===== src/rtl/alu_pkg.sv =====
// Opcode constants, sequencer state encoding and opcode validation shared by
// the ALU, the UART frontend and its testbench.
package alu_pkg;

  localparam logic [5:0] OP_ADD = 6'b100000;
  localparam logic [5:0] OP_SUB = 6'b100010;
  localparam logic [5:0] OP_AND = 6'b100100;
  localparam logic [5:0] OP_OR  = 6'b100101;
  localparam logic [5:0] OP_XOR = 6'b100110;
  localparam logic [5:0] OP_NOR = 6'b100111;
  localparam logic [5:0] OP_SRA = 6'b000011;
  localparam logic [5:0] OP_SRL = 6'b000010;

  typedef enum logic [2:0] {
    WAIT_A,
    WAIT_B,
    WAIT_OP,
    EXEC,
    SEND
  } frontend_state_t;

  // A byte is a legal opcode only if everything above the opcode field is zero
  // and the field holds one of the supported operations.
  function automatic logic is_valid_op(input logic [31:0] data, input int unsigned op_bits);
    logic [31:0] low;
    low = data & ((32'd1 << op_bits) - 32'd1);
    if ((data >> op_bits) != '0) return 1'b0;
    case (low)
      32'(OP_ADD), 32'(OP_SUB), 32'(OP_AND), 32'(OP_OR),
      32'(OP_XOR), 32'(OP_NOR), 32'(OP_SRA), 32'(OP_SRL): return 1'b1;
      default: return 1'b0;
    endcase
  endfunction

endpackage


===== src/rtl/alu_uart_frontend.sv =====
// Collects A, B and opcode bytes from the UART receiver, holds them as ALU
// inputs, then forwards the ALU result to the transmitter via start/busy.
module alu_uart_frontend
  import alu_pkg::*;
#(
  parameter int unsigned N_BITS  = 8,
  parameter int unsigned OP_BITS = 6
) (
  input  logic               i_clock,
  input  logic               i_reset,
  input  logic [N_BITS-1:0]  i_rx_data,
  input  logic               i_rx_done,
  input  logic [N_BITS-1:0]  i_alu_result,
  output logic [N_BITS-1:0]  o_alu_a,
  output logic [N_BITS-1:0]  o_alu_b,
  output logic [OP_BITS-1:0] o_alu_op,
  output logic [N_BITS-1:0]  o_tx_data,
  output logic               o_tx_start,
  input  logic               i_tx_busy,
  output logic               o_op_err,
  output logic               o_overrun
);

  frontend_state_t state_q, state_d;
  logic            op_ok;

  assign op_ok = is_valid_op(32'(i_rx_data), OP_BITS);

  always_ff @(posedge i_clock or posedge i_reset) begin
    if (i_reset) state_q <= WAIT_A;
    else         state_q <= state_d;
  end

  // Start pulse is combinational from SEND so a busy transmitter is seen in
  // the very cycle the request would go out.
  always_comb begin
    state_d    = state_q;
    o_tx_start = 1'b0;
    case (state_q)
      WAIT_A:  if (i_rx_done) state_d = WAIT_B;
      WAIT_B:  if (i_rx_done) state_d = WAIT_OP;
      WAIT_OP: if (i_rx_done && op_ok) state_d = EXEC;
      EXEC:    state_d = SEND;
      SEND: begin
        if (!i_tx_busy) begin
          o_tx_start = 1'b1;
          state_d    = WAIT_A;
        end
      end
      default: state_d = WAIT_A;
    endcase
  end

  always_ff @(posedge i_clock or posedge i_reset) begin
    if (i_reset) begin
      o_alu_a   <= '0;
      o_alu_b   <= '0;
      o_alu_op  <= '0;
      o_tx_data <= '0;
      o_op_err  <= 1'b0;
      o_overrun <= 1'b0;
    end else begin
      if (i_rx_done) begin
        case (state_q)
          WAIT_A:  o_alu_a <= i_rx_data;
          WAIT_B:  o_alu_b <= i_rx_data;
          WAIT_OP: begin
            if (op_ok) o_alu_op <= i_rx_data[OP_BITS-1:0];
            else       o_op_err <= 1'b1;
          end
          EXEC, SEND: o_overrun <= 1'b1;
          default: ;
        endcase
      end
      if (state_q == EXEC) o_tx_data <= i_alu_result;
    end
  end

endmodule

===== config.mk =====
export PLATFORM = sky130hd
export DESIGN_NAME = alu_uart_frontend
export DESIGN_NICKNAME = d
export VERILOG_FILES = /design/src/rtl/alu_pkg.sv /design/src/rtl/alu_uart_frontend.sv
export SDC_FILE = /design/constraint.sdc
export NUM_CORES = 1
export LEC_CHECK = 0
export ABC_AREA = 1
export CAP_MARGIN = 20
export CORE_MARGIN = 1
export CORE_UTILIZATION = 35
export DETAILED_ROUTE_END_ITERATION = 6
export GPL_TIMING_DRIVEN = 0
export PLACE_DENSITY = 0.7
export SLEW_MARGIN = 25
export SYNTH_ARGS = -nofsm -noshare
export SYNTH_HDL_FRONTEND = slang
export SYNTH_SLANG_ARGS = --single-unit

===== constraint.sdc =====
create_clock -name i_clock -period 1.5 [get_ports i_clock]
set_clock_uncertainty 0.1 [all_clocks]
set_input_delay 0.225 -clock i_clock [delete_from_list [all_inputs] [get_ports i_clock]]
set_output_delay 0.225 -clock i_clock [all_outputs]
set_load 0.02 [all_outputs]

==> results.md, run 1 <==
* Status: complete, no violations
* Cell Pwr Density at 1910 nW/um^2
* Design area at 2213 um^2
* Initial DRC count at 56
* CP max-delay cell: dfrtp_2
* Syn Inst Count at 159
* Cell count of the worst reg-to-reg path at 6
* Sequential share of power at 0.362
* Peak VDD IR at 0.9309 mV
* Int Pwr at 2.477 mW
* Die Wd at 68.26 um
* Critical Path RT at 1.57 ns
* Placed inst area at 2126 um^2
* WL final at 3347 um
* CP arrival at 1.52 ns
* Mapped cell area at 1536 um^2
* Mean routed wirelength per cell at 12.35 um
* Largest stage delay, worst path at 0.44 ns
* Final core occ at 0.5379
* H-tree levels at 2
* GP Congestion at 0.7920
* Distinct cells, synth at 20
* Register area share after synthesis at 0.5700
* Clk pin slew, worst setup/hold paths at 0.07 ns
* Clk pwr share at 0.145
* Drt pass-1 iters at 4
* Min-delay worst type: primary input to flip-flop
* Antenna viol nets, final at 0
* Syn Nets at 179
* Register bit total from synthesis at 35
* # diodes at 0
* First-pass GRT wire length at 5589 um
* Relative slew slack at 0.5161
* Total gr overflow at 0
* CP Cell Sequence: buf_4 > nor2_4 > nand3_4 > buf_8 > nand2_1 > o21ai_2
* Number of global-route vias before repair at 1260
* FMAX at 689.2 MHz
* Area contributors post-synth: dfrtp_1 (57%), nand2_1 (14%), o21ai_2 (9.1%)
* Largest net degree at the start of global routing at 36
* DPL Wire Length at 2316 um
* Initial antenna violation count at 0
* Comb power frac at 0.493
* Least-Margin Pin Slew at 0.7248 ns
* Top cell type's share of synthesized area at 0.5700
* Clk sinks at 35
* Final cell count without fillers at 271
* DRC at 0
* Root buffer cell: clkbuf_8
* Via count at 1219
* Total negative setup slack at 0 ns
* Sink of the worst hold path: state_q[2]
* FILL cells at 395
* Switching share of total power at 0.4142
* Fin nets at 242
* Mapped Avg Cell Area at 9.663 um^2
* Final min period at 1.451 ns
* Die ar. at 4659 um^2
* Min-Delay Path Depth at 3
* CTS tree: yes
* Switching power at 1.751 mW
* PortBufs at 52
* Area leader, netlist: dfrtp_1
* Final setup margin at 0.04904 ns
* Crit Path Max Fanout at 10
* Max-Cap Viols at 0
* Dpl cells at 261
* Tcrit/Tclk final at 0.9673
* R2R Path End: o_alu_b[0]
* R2R Setup Slk at 0.05 ns
* Row count at 23
* Layout cells sized above 1 at 0.2217
* Final setup vio count at 0
* Initial Util at 0.3734
* Die height at 68.26 um
* IO Pins at 53
* Fin Hold WS at 0.1906 ns
* Post-DR vias/cell at 4.498
* Post-CTS Hold Buffers at 0
* RSZ-0062 raised after global routing: true
* Pleak at 1.172 nW
* Max clock buf depth at 2
* GR Util All Layers at 0.1688
* Max-slew violations at 0
* CTS Buf Count at 5
* Place WS at -0.2577 ns
* Worst skew pair latency at 0.28 ns
* Synth Warn # at 0
* CP endpoint kind: flip-flop
* Worst Setup Start Kind: flip-flop
* Core region area at 4115 um^2
* Final hold violation count at 0
* Worst min-delay path startpoint: i_tx_busy
* R2r startpoint: state_q[2]
* Area growth, synth to finish at 44.06%
* Power, Total at 4.228 mW
* Crit Path Class: flip-flop to flip-flop
state kept, by name (all words and copies together) (netlist names):
name and flops:
o_tx_data 8, state_q 3, o_alu_a 8, o_op_err 1
o_overrun 1, o_alu_b 8, o_alu_op 6
layout make-up:
cell class,instances,area (um^2),share of cell area
flip-flops and latches,35,878.3,0.3968
multi-input cells,103,571.8,0.2583
repair buffers,56,513.0,0.2318
clock buffers,6,72.57,0.03279
inverters,17,66.31,0.02996
well taps,50,62.56,0.02826
plain buffers,4,48.80,0.02205
worst max-delay path by stage:
stage / start / end / slack (ns) / cells past startpoint
after floorplan: state_q[0] / o_tx_start / 0.17 / 2
after global placement: i_reset / o_alu_op[4] / -0.42 / 2
after detailed placement: i_tx_busy / o_tx_start / -0.26 / 3
after CTS: state_q[1] / o_tx_start / -0.02 / 2
after global routing: state_q[2] / o_alu_b[0] / -0.008 / 6
final: state_q[2] / o_alu_b[0] / 0.05 / 6
synthesized netlist by cell type, drive strengths merged:
| library cell | count |
|---|---|
| nor2 | 9 |
| buf | 4 |
| o21ai | 17 |
| a21oi | 1 |
| nor4 | 1 |
| dfrtp | 35 |
| nand3 | 9 |
| nand2 | 62 |
| o21bai | 2 |
| and2 | 1 |
| nor3 | 1 |
| inv | 17 |
repair_timing:
action | CTS | global route
gates cloned | 0 | 0
buffers inserted | 0 | 4
gates resized for setup | 39 | 8
endpoints found under the setup margin | 33 | 7
pin swaps | 1 | 2
kinds of logic after synthesis:
family,synth area share
AO/OA/AOI/OAI,0.1075
AND/OR/NAND/NOR,0.2533
buffers and inverters,0.06921
flip-flops,0.5700
routing by layer:
layer	wire, um	up-vias	share of wire	global-route usage
li1	-	621	-	-
met1	1468	556	0.44	0.1944
met2	1580	34	0.47	0.2770
met3	214	8	0.064	0.06167
met4	83	0	0.025	0.07813
met5	0	-	0	0
critical path, delay by kind of cell (launching register included):
kind	cells	cell delay, ns
buf+inv	2	0.33
simple gates	3	0.41
flops	1	0.44
compound gates	1	0.06
power groups by stage:
| stage | Combinational (mW) | Clock [mW] | Sequential, mW |
|---|---|---|---|
| 2_1_floorplan | 0.880 | 0 | 1.98 |
| 3_3_place_gp | 2.19 | 0 | 1.57 |
| 3_5_place_dp | 2.23 | 0 | 1.57 |
| 4_1_cts | 2.00 | 0.639 | 1.55 |
| 5_1_grt | 2.29 | 0.681 | 1.58 |
| 6_report | 2.09 | 0.613 | 1.53 |
layout by cell type, fill, tap and decap left out, types with 2 or more instances in the layout:
cell and n:
buf_4 6, buf_8 2, clkbuf_8 5, clkdlybuf4s50_1 17
dfrtp_1 33, dfrtp_2 2, dlygate4sd2_1 32, dlymetal6s2s_1 2
inv_1 13, inv_2 3, nand2_1 57, nand2_2 5
nand3_1 7, nand3_4 2, nor2_1 5, nor2_2 2
nor2_4 2, o21ai_2 16, o21bai_1 2
Note: power is estimated with default switching activity, not from simulation.
==> run 2, diff against run 1 <==
==> constraint.sdc (replaced) <==
create_clock -name i_clock -period 1.5 [get_ports i_clock]
set_clock_uncertainty 0.1 [all_clocks]
set_input_delay 0.3 -clock i_clock [delete_from_list [all_inputs] [get_ports i_clock]]
set_output_delay 0.3 -clock i_clock [all_outputs]
set_load 0.02 [all_outputs]
==> results.md, run 2 (synthesis gave the netlist of run 1 again) <==
* Initial antenna violation count at 0
* Drt pass-1 iters at 4
* Post-CTS Hold Buffers at 0
* DRC at 0
* Power, Total at 4.163 mW
* Via count at 1219
* Mean routed wirelength per cell at 12.28 um
* Die Wd at 68.26 um
* R2R Setup Slk at 0.06 ns
* Cell Pwr Density at 1889 nW/um^2
* Commonest non-fill, non-tap cells in the layout: nand2_1 (57), dfrtp_1 (33), dlygate4sd2_1 (32)
* Critical Path RT at 1.10 ns
* Largest stage delay, worst path at 0.40 ns
* Met1 Use GR at 0.1944
* DPL Wire Length at 2316 um
* First-pass GRT wire length at 5589 um
* Max-Cap Viols at 0
* CP arrival at 1.11 ns
* RSZ-0062 raised after global routing: true
* Initial Util at 0.3734
* CTS tree: yes
* Die height at 68.26 um
* GP Congestion at 0.7920
* Final setup vio count at 1
* Most crowded layer after global routing: met2
* GR Util All Layers at 0.1688
* Least-Margin Pin Slew at 0.7251 ns
* Antenna viol nets, final at 0
* Die ar. at 4659 um^2
* CP Cell Sequence: nor4_2 > buf_4
* Final setup margin at -0.01104 ns
* Placed inst area at 2126 um^2
* H-tree levels at 2
* Failing checks: setup timing
* Core region area at 4115 um^2
* IO Pins at 53
* Tcrit/Tclk final at 1.007
* FILL cells at 394
* Pleak at 1.192 nW
* WL final at 3302 um
* Min-delay worst type: primary input to flip-flop
* FMAX at 661.8 MHz
* CP endpoint kind: output pin
* Most common cell after layout, fill and taps aside: nand2_1
* Max-slew violations at 0
* Crit path max-delay family: flip-flops
* Final min period at 1.511 ns
* Max clock buf depth at 2
* PortBufs at 52
* Peak VDD IR at 0.9110 mV
* Status: complete, but fails checks
* Sum of buffers and inverters on the critical path at 1
* Row count at 23
* Largest net degree at the start of global routing at 36
* Relative slew slack at 0.5159
* Clk sinks at 35
* Routing usage on met3 at 0.06167
* Crit Path Class: flip-flop to output pin
* Fin nets at 240
* Layout cells sized above 1 at 0.2283
* Number of global-route vias before repair at 1260
* Design area at 2203 um^2
* Final hold violation count at 0
* Total gr overflow at 0
* Area growth, synth to finish at 43.40%
* # diodes at 0
* Worst Setup Start Kind: flip-flop
* M2 GR Usage at 0.2770
* Worst skew pair latency at 0.28 ns
* Crit Path Max Fanout at 2
* Clk pin slew, worst setup/hold paths at 0.07 ns
* CP max-delay cell: dfrtp_2
* Biggest registers after layout: o_alu_a (8), o_alu_b (8), o_tx_data (8)
* Root buffer cell: clkbuf_8
* Initial DRC count at 66
* Post-DR vias/cell at 4.532
* CTS Buf Count at 5
-- run 2: changes by cell type in the layout (fill, tap and decap cells not counted), sizes merged --
cell | before | now
buf | 9 | 7
clkdlybuf4s50 | 17 | 15
dlymetal6s2s | 2 | 4
-- run 2: worst paths after layout --
path,start,end,cells past startpoint
max in group asynchronous,i_reset,state_q[1],2
hold reg to reg,o_alu_op[4],o_alu_op[4],2
setup / recovery,state_q[1],o_tx_start,2
setup reg to reg,state_q[2],o_alu_b[0],6
min in group asynchronous,i_reset,o_tx_data[5],2
hold / removal,i_tx_busy,state_q[2],3
-- run 2: repair_timing --
action                     CTS  global route
setup buffers                0             2
pin swaps                    1             4
setup endpoints to repair   33             9
resized for setup           39            12
-- run 2: final cells by class --
cell class / count / area [um^2] / share of cell area
Sequential cell: 35 / 878.3 / 0.3986
Multi-Input combinational cell: 103 / 574.3 / 0.2606
Timing Repair Buffer: 54 / 503.0 / 0.2283
Clock buffer: 6 / 72.57 / 0.03294
Inverter: 17 / 63.81 / 0.02896
Tap cell: 50 / 62.56 / 0.02839
Buffer: 4 / 48.80 / 0.02215
-- run 2: report_power, final --
group,leakage (nW),total [mW],switching [mW],internal [mW]
Combinational,0.721,2.03,1.23,0.796
Clock,0.0371,0.615,0.306,0.309
Sequential,0.434,1.52,0.193,1.33
Total,1.19,4.16,1.73,2.43
-- run 2: metal layers --
| metal | wire [um] | up-vias | share of wire |
|---|---|---|---|
| li1 | - | 619 | - |
| met3 | 211 | 7 | 0.064 |
| met2 | 1576 | 30 | 0.48 |
| met5 | 0 | - | 0 |
| met1 | 1457 | 563 | 0.44 |
| met4 | 57 | 0 | 0.017 |
-- run 2: worst reg2reg max path, cell delays in order, from the launching register on --
cell	delay [ns]
dfrtp_2	0.43
buf_4	0.15
nor2_4	0.18
nand3_4	0.15
buf_6	0.19
nand2_1	0.08
o21ai_2	0.06
-- run 2: per-stage QoR --
stage	std cells	setup slack [ns]	utilization	hold slack (ns)	TNS, ns
2_1_floorplan	159	0.09330	-	0.3096	0
3_3_place_gp	261	-0.4983	0.5166	0.3509	-21.36
3_5_place_dp	261	-0.4077	0.5166	0.3513	-4.034
4_1_cts	267	-0.09842	0.5242	0.3644	-0.09842
5_1_grt	269	-0.1024	0.5354	0.2480	-0.1024
6_report	269	-0.01104	0.5354	0.2233	-0.01104
==> run 3, diff against run 2 <==
--- a/config.mk
+++ b/config.mk
@@ -12,6 +12,7 @@
 export DETAILED_ROUTE_END_ITERATION = 6
 export GPL_TIMING_DRIVEN = 0
 export PLACE_DENSITY = 0.7
+export SETUP_SLACK_MARGIN = 0.4
 export SLEW_MARGIN = 25
 export SYNTH_ARGS = -nofsm -noshare
 export SYNTH_HDL_FRONTEND = slang
==> results.md, run 3 (synthesis gave the netlist of run 1 again) <==
* Status: complete, but fails checks
* Failing checks: setup timing
* GP Congestion at 0.7550
* FMAX at 655.5 MHz
* First-pass GRT wire length at 5554 um
* Crit Path Max Fanout at 2
* Max-Cap Viols at 0
* DRC at 0
* Worst Setup Start Kind: flip-flop
* Area growth, synth to finish at 79.40%
* Tcrit/Tclk final at 1.017
* Post-DR vias/cell at 4.430
* DPL Wire Length at 2217 um
* Most common cell after layout, fill and taps aside: nand2_1
* Antenna viol nets, final at 0
* Die Wd at 68.26 um
* Comb power frac at 0.580
* RSZ-0062 raised after global routing: true
* GR Util All Layers at 0.1674
* Number of global-route vias before repair at 1187
* H-tree levels at 2
* CP Cell Sequence: nor4_4 > buf_4
* Layout cells sized above 1 at 0.5328
* Total gr overflow at 0
* FILL cells at 306
* CP arrival at 1.13 ns
* Initial antenna violation count at 0
* Int Pwr at 3.490 mW
* Largest stage delay, worst path at 0.43 ns
* Commonest non-fill, non-tap cells in the layout: nand2_1 (42), buf_6 (38), dfrtp_1 (34)
* Least-Margin Pin Slew at 0.4029 ns
* Sequential share of power at 0.287
* Initial DRC count at 34
* # diodes at 0
* Die ar. at 4659 um^2
* CTS Buf Count at 5
* Critical Path RT at 1.10 ns
* Largest net degree at the start of global routing at 19
* Peak VDD IR at 1.089 mV
* Crit Path Class: flip-flop to output pin
* Area of the multi-input gates at 661.9 um^2
* PortBufs at 52
* Biggest registers after layout: o_alu_a (8), o_alu_b (8), o_tx_data (8)
* Relative slew slack at 0.7308
* Pleak at 1.408 nW
* Switching share of total power at 0.3760
* Core region area at 4115 um^2
* Register area at 877.1 um^2
* Cell Pwr Density at 2029 nW/um^2
* Root buffer cell: clkbuf_8
* Drt pass-1 iters at 4
* Worst skew pair latency at 0.28 ns
* CP endpoint kind: output pin
* Final setup vio count at 1
* Row count at 23
* Via count at 1369
* Clk sinks at 35
* Final hold violation count at 0
* Min-delay worst type: primary input to flip-flop
* Max clock buf depth at 2
* Final min period at 1.525 ns
* Clk pwr share at 0.133
* CTS tree: yes
* IO Pins at 53
* Switching power at 2.103 mW
* CP max-delay cell: dfrtp_2
* Die height at 68.26 um
* Fin nets at 278
* Post-CTS Hold Buffers at 0
* Mean routed wirelength per cell at 12.28 um
* Total negative setup slack at -0.02547 ns
* Max-slew violations at 0
* Place WS at -0.5750 ns
* Initial Util at 0.3734
* Final setup margin at -0.02547 ns
* WL final at 3796 um
* Clk pin slew, worst setup/hold paths at 0.06 ns
-- run 3: cell types whose count changed in the layout (fill, tap and decap cells not counted), moves of 4 or more --
cell and change:
buf_12 +5, buf_4 +26, buf_6 +35, clkdlybuf4s50_1 -6, dlygate4sd2_1 -22, dlymetal6s2s_1 -4
nand2_1 -15, nand2_2 +13
-- run 3: power groups by stage --
stage	combinational (mW)	clock (mW)	sequential [mW]
4_1_cts	2.84	0.769	1.59
5_1_grt	3.46	0.816	1.64
3_3_place_gp	2.22	0	1.58
6_report	3.24	0.746	1.61
3_5_place_dp	2.26	0	1.58
2_1_floorplan	0.926	0	1.99
-- run 3: layout make-up --
| type | instances | share of cell area |
|---|---|---|
| repair inverters | 2 | 0.004993 |
| multi-input cells | 104 | 0.2401 |
| inverters | 17 | 0.02724 |
| clock buffers | 8 | 0.03631 |
| plain buffers | 4 | 0.02406 |
| well taps | 50 | 0.02270 |
| flip-flops and latches | 35 | 0.3182 |
| repair buffers | 89 | 0.3264 |
-- run 3: repair_timing --
item                                    4_1_cts  5_1_grt
pin swaps                                    10        9
setup buffers                                19       17
cloned                                        3        1
endpoints found under the hold margin         0        0
gates resized for setup                     223       25
endpoints found under the setup margin       68       68
-- run 3: routing by layer --
layer  up-vias  track usage  share of wire
met1       624       0.2139           0.45
li1        696            -              -
met3         5      0.07167          0.062
met4         0      0.04688          0.011
met5         -            0              0
met2        44       0.2561           0.47
-- run 3: through the flow --
stage	util	cell area (um^2)	power (mW)	cells	hold WS [ns]
6_report	0.6698	2756	5.593	309	0.3429
4_1_cts	0.6166	2537	5.201	291	0.3370
2_1_floorplan	-	1573	2.919	159	0.1470
3_5_place_dp	0.5239	2156	3.835	261	0.3637
3_3_place_gp	0.5239	2156	3.800	261	0.3555
5_1_grt	0.6698	2756	5.920	309	0.3629
-- run 3: path summary, 6_finish.rpt --
| check | start | to | slack [ns] | cells past startpoint |
|---|---|---|---|---|
| setup / recovery | state_q[1] | o_tx_start | -0.03 | 2 |
| hold / removal | i_rx_data[0] | o_alu_op[0] | 0.34 | 3 |
| setup reg to reg | state_q[0] | state_q[0] | 0.05 | 9 |
| hold reg to reg | o_alu_op[0] | o_alu_op[0] | 0.40 | 2 |
| max in group asynchronous | i_reset | state_q[1] | 0.61 | 2 |
| min in group asynchronous | i_reset | o_op_err | 0.40 | 2 |
-- run 3: critical path: cells and delay by family, from the launching register on --
kind	cells	cell delay [ns]
flip-flops	1	0.43
AND/OR/NAND/NOR	1	0.24
buffers and inverters	1	0.18
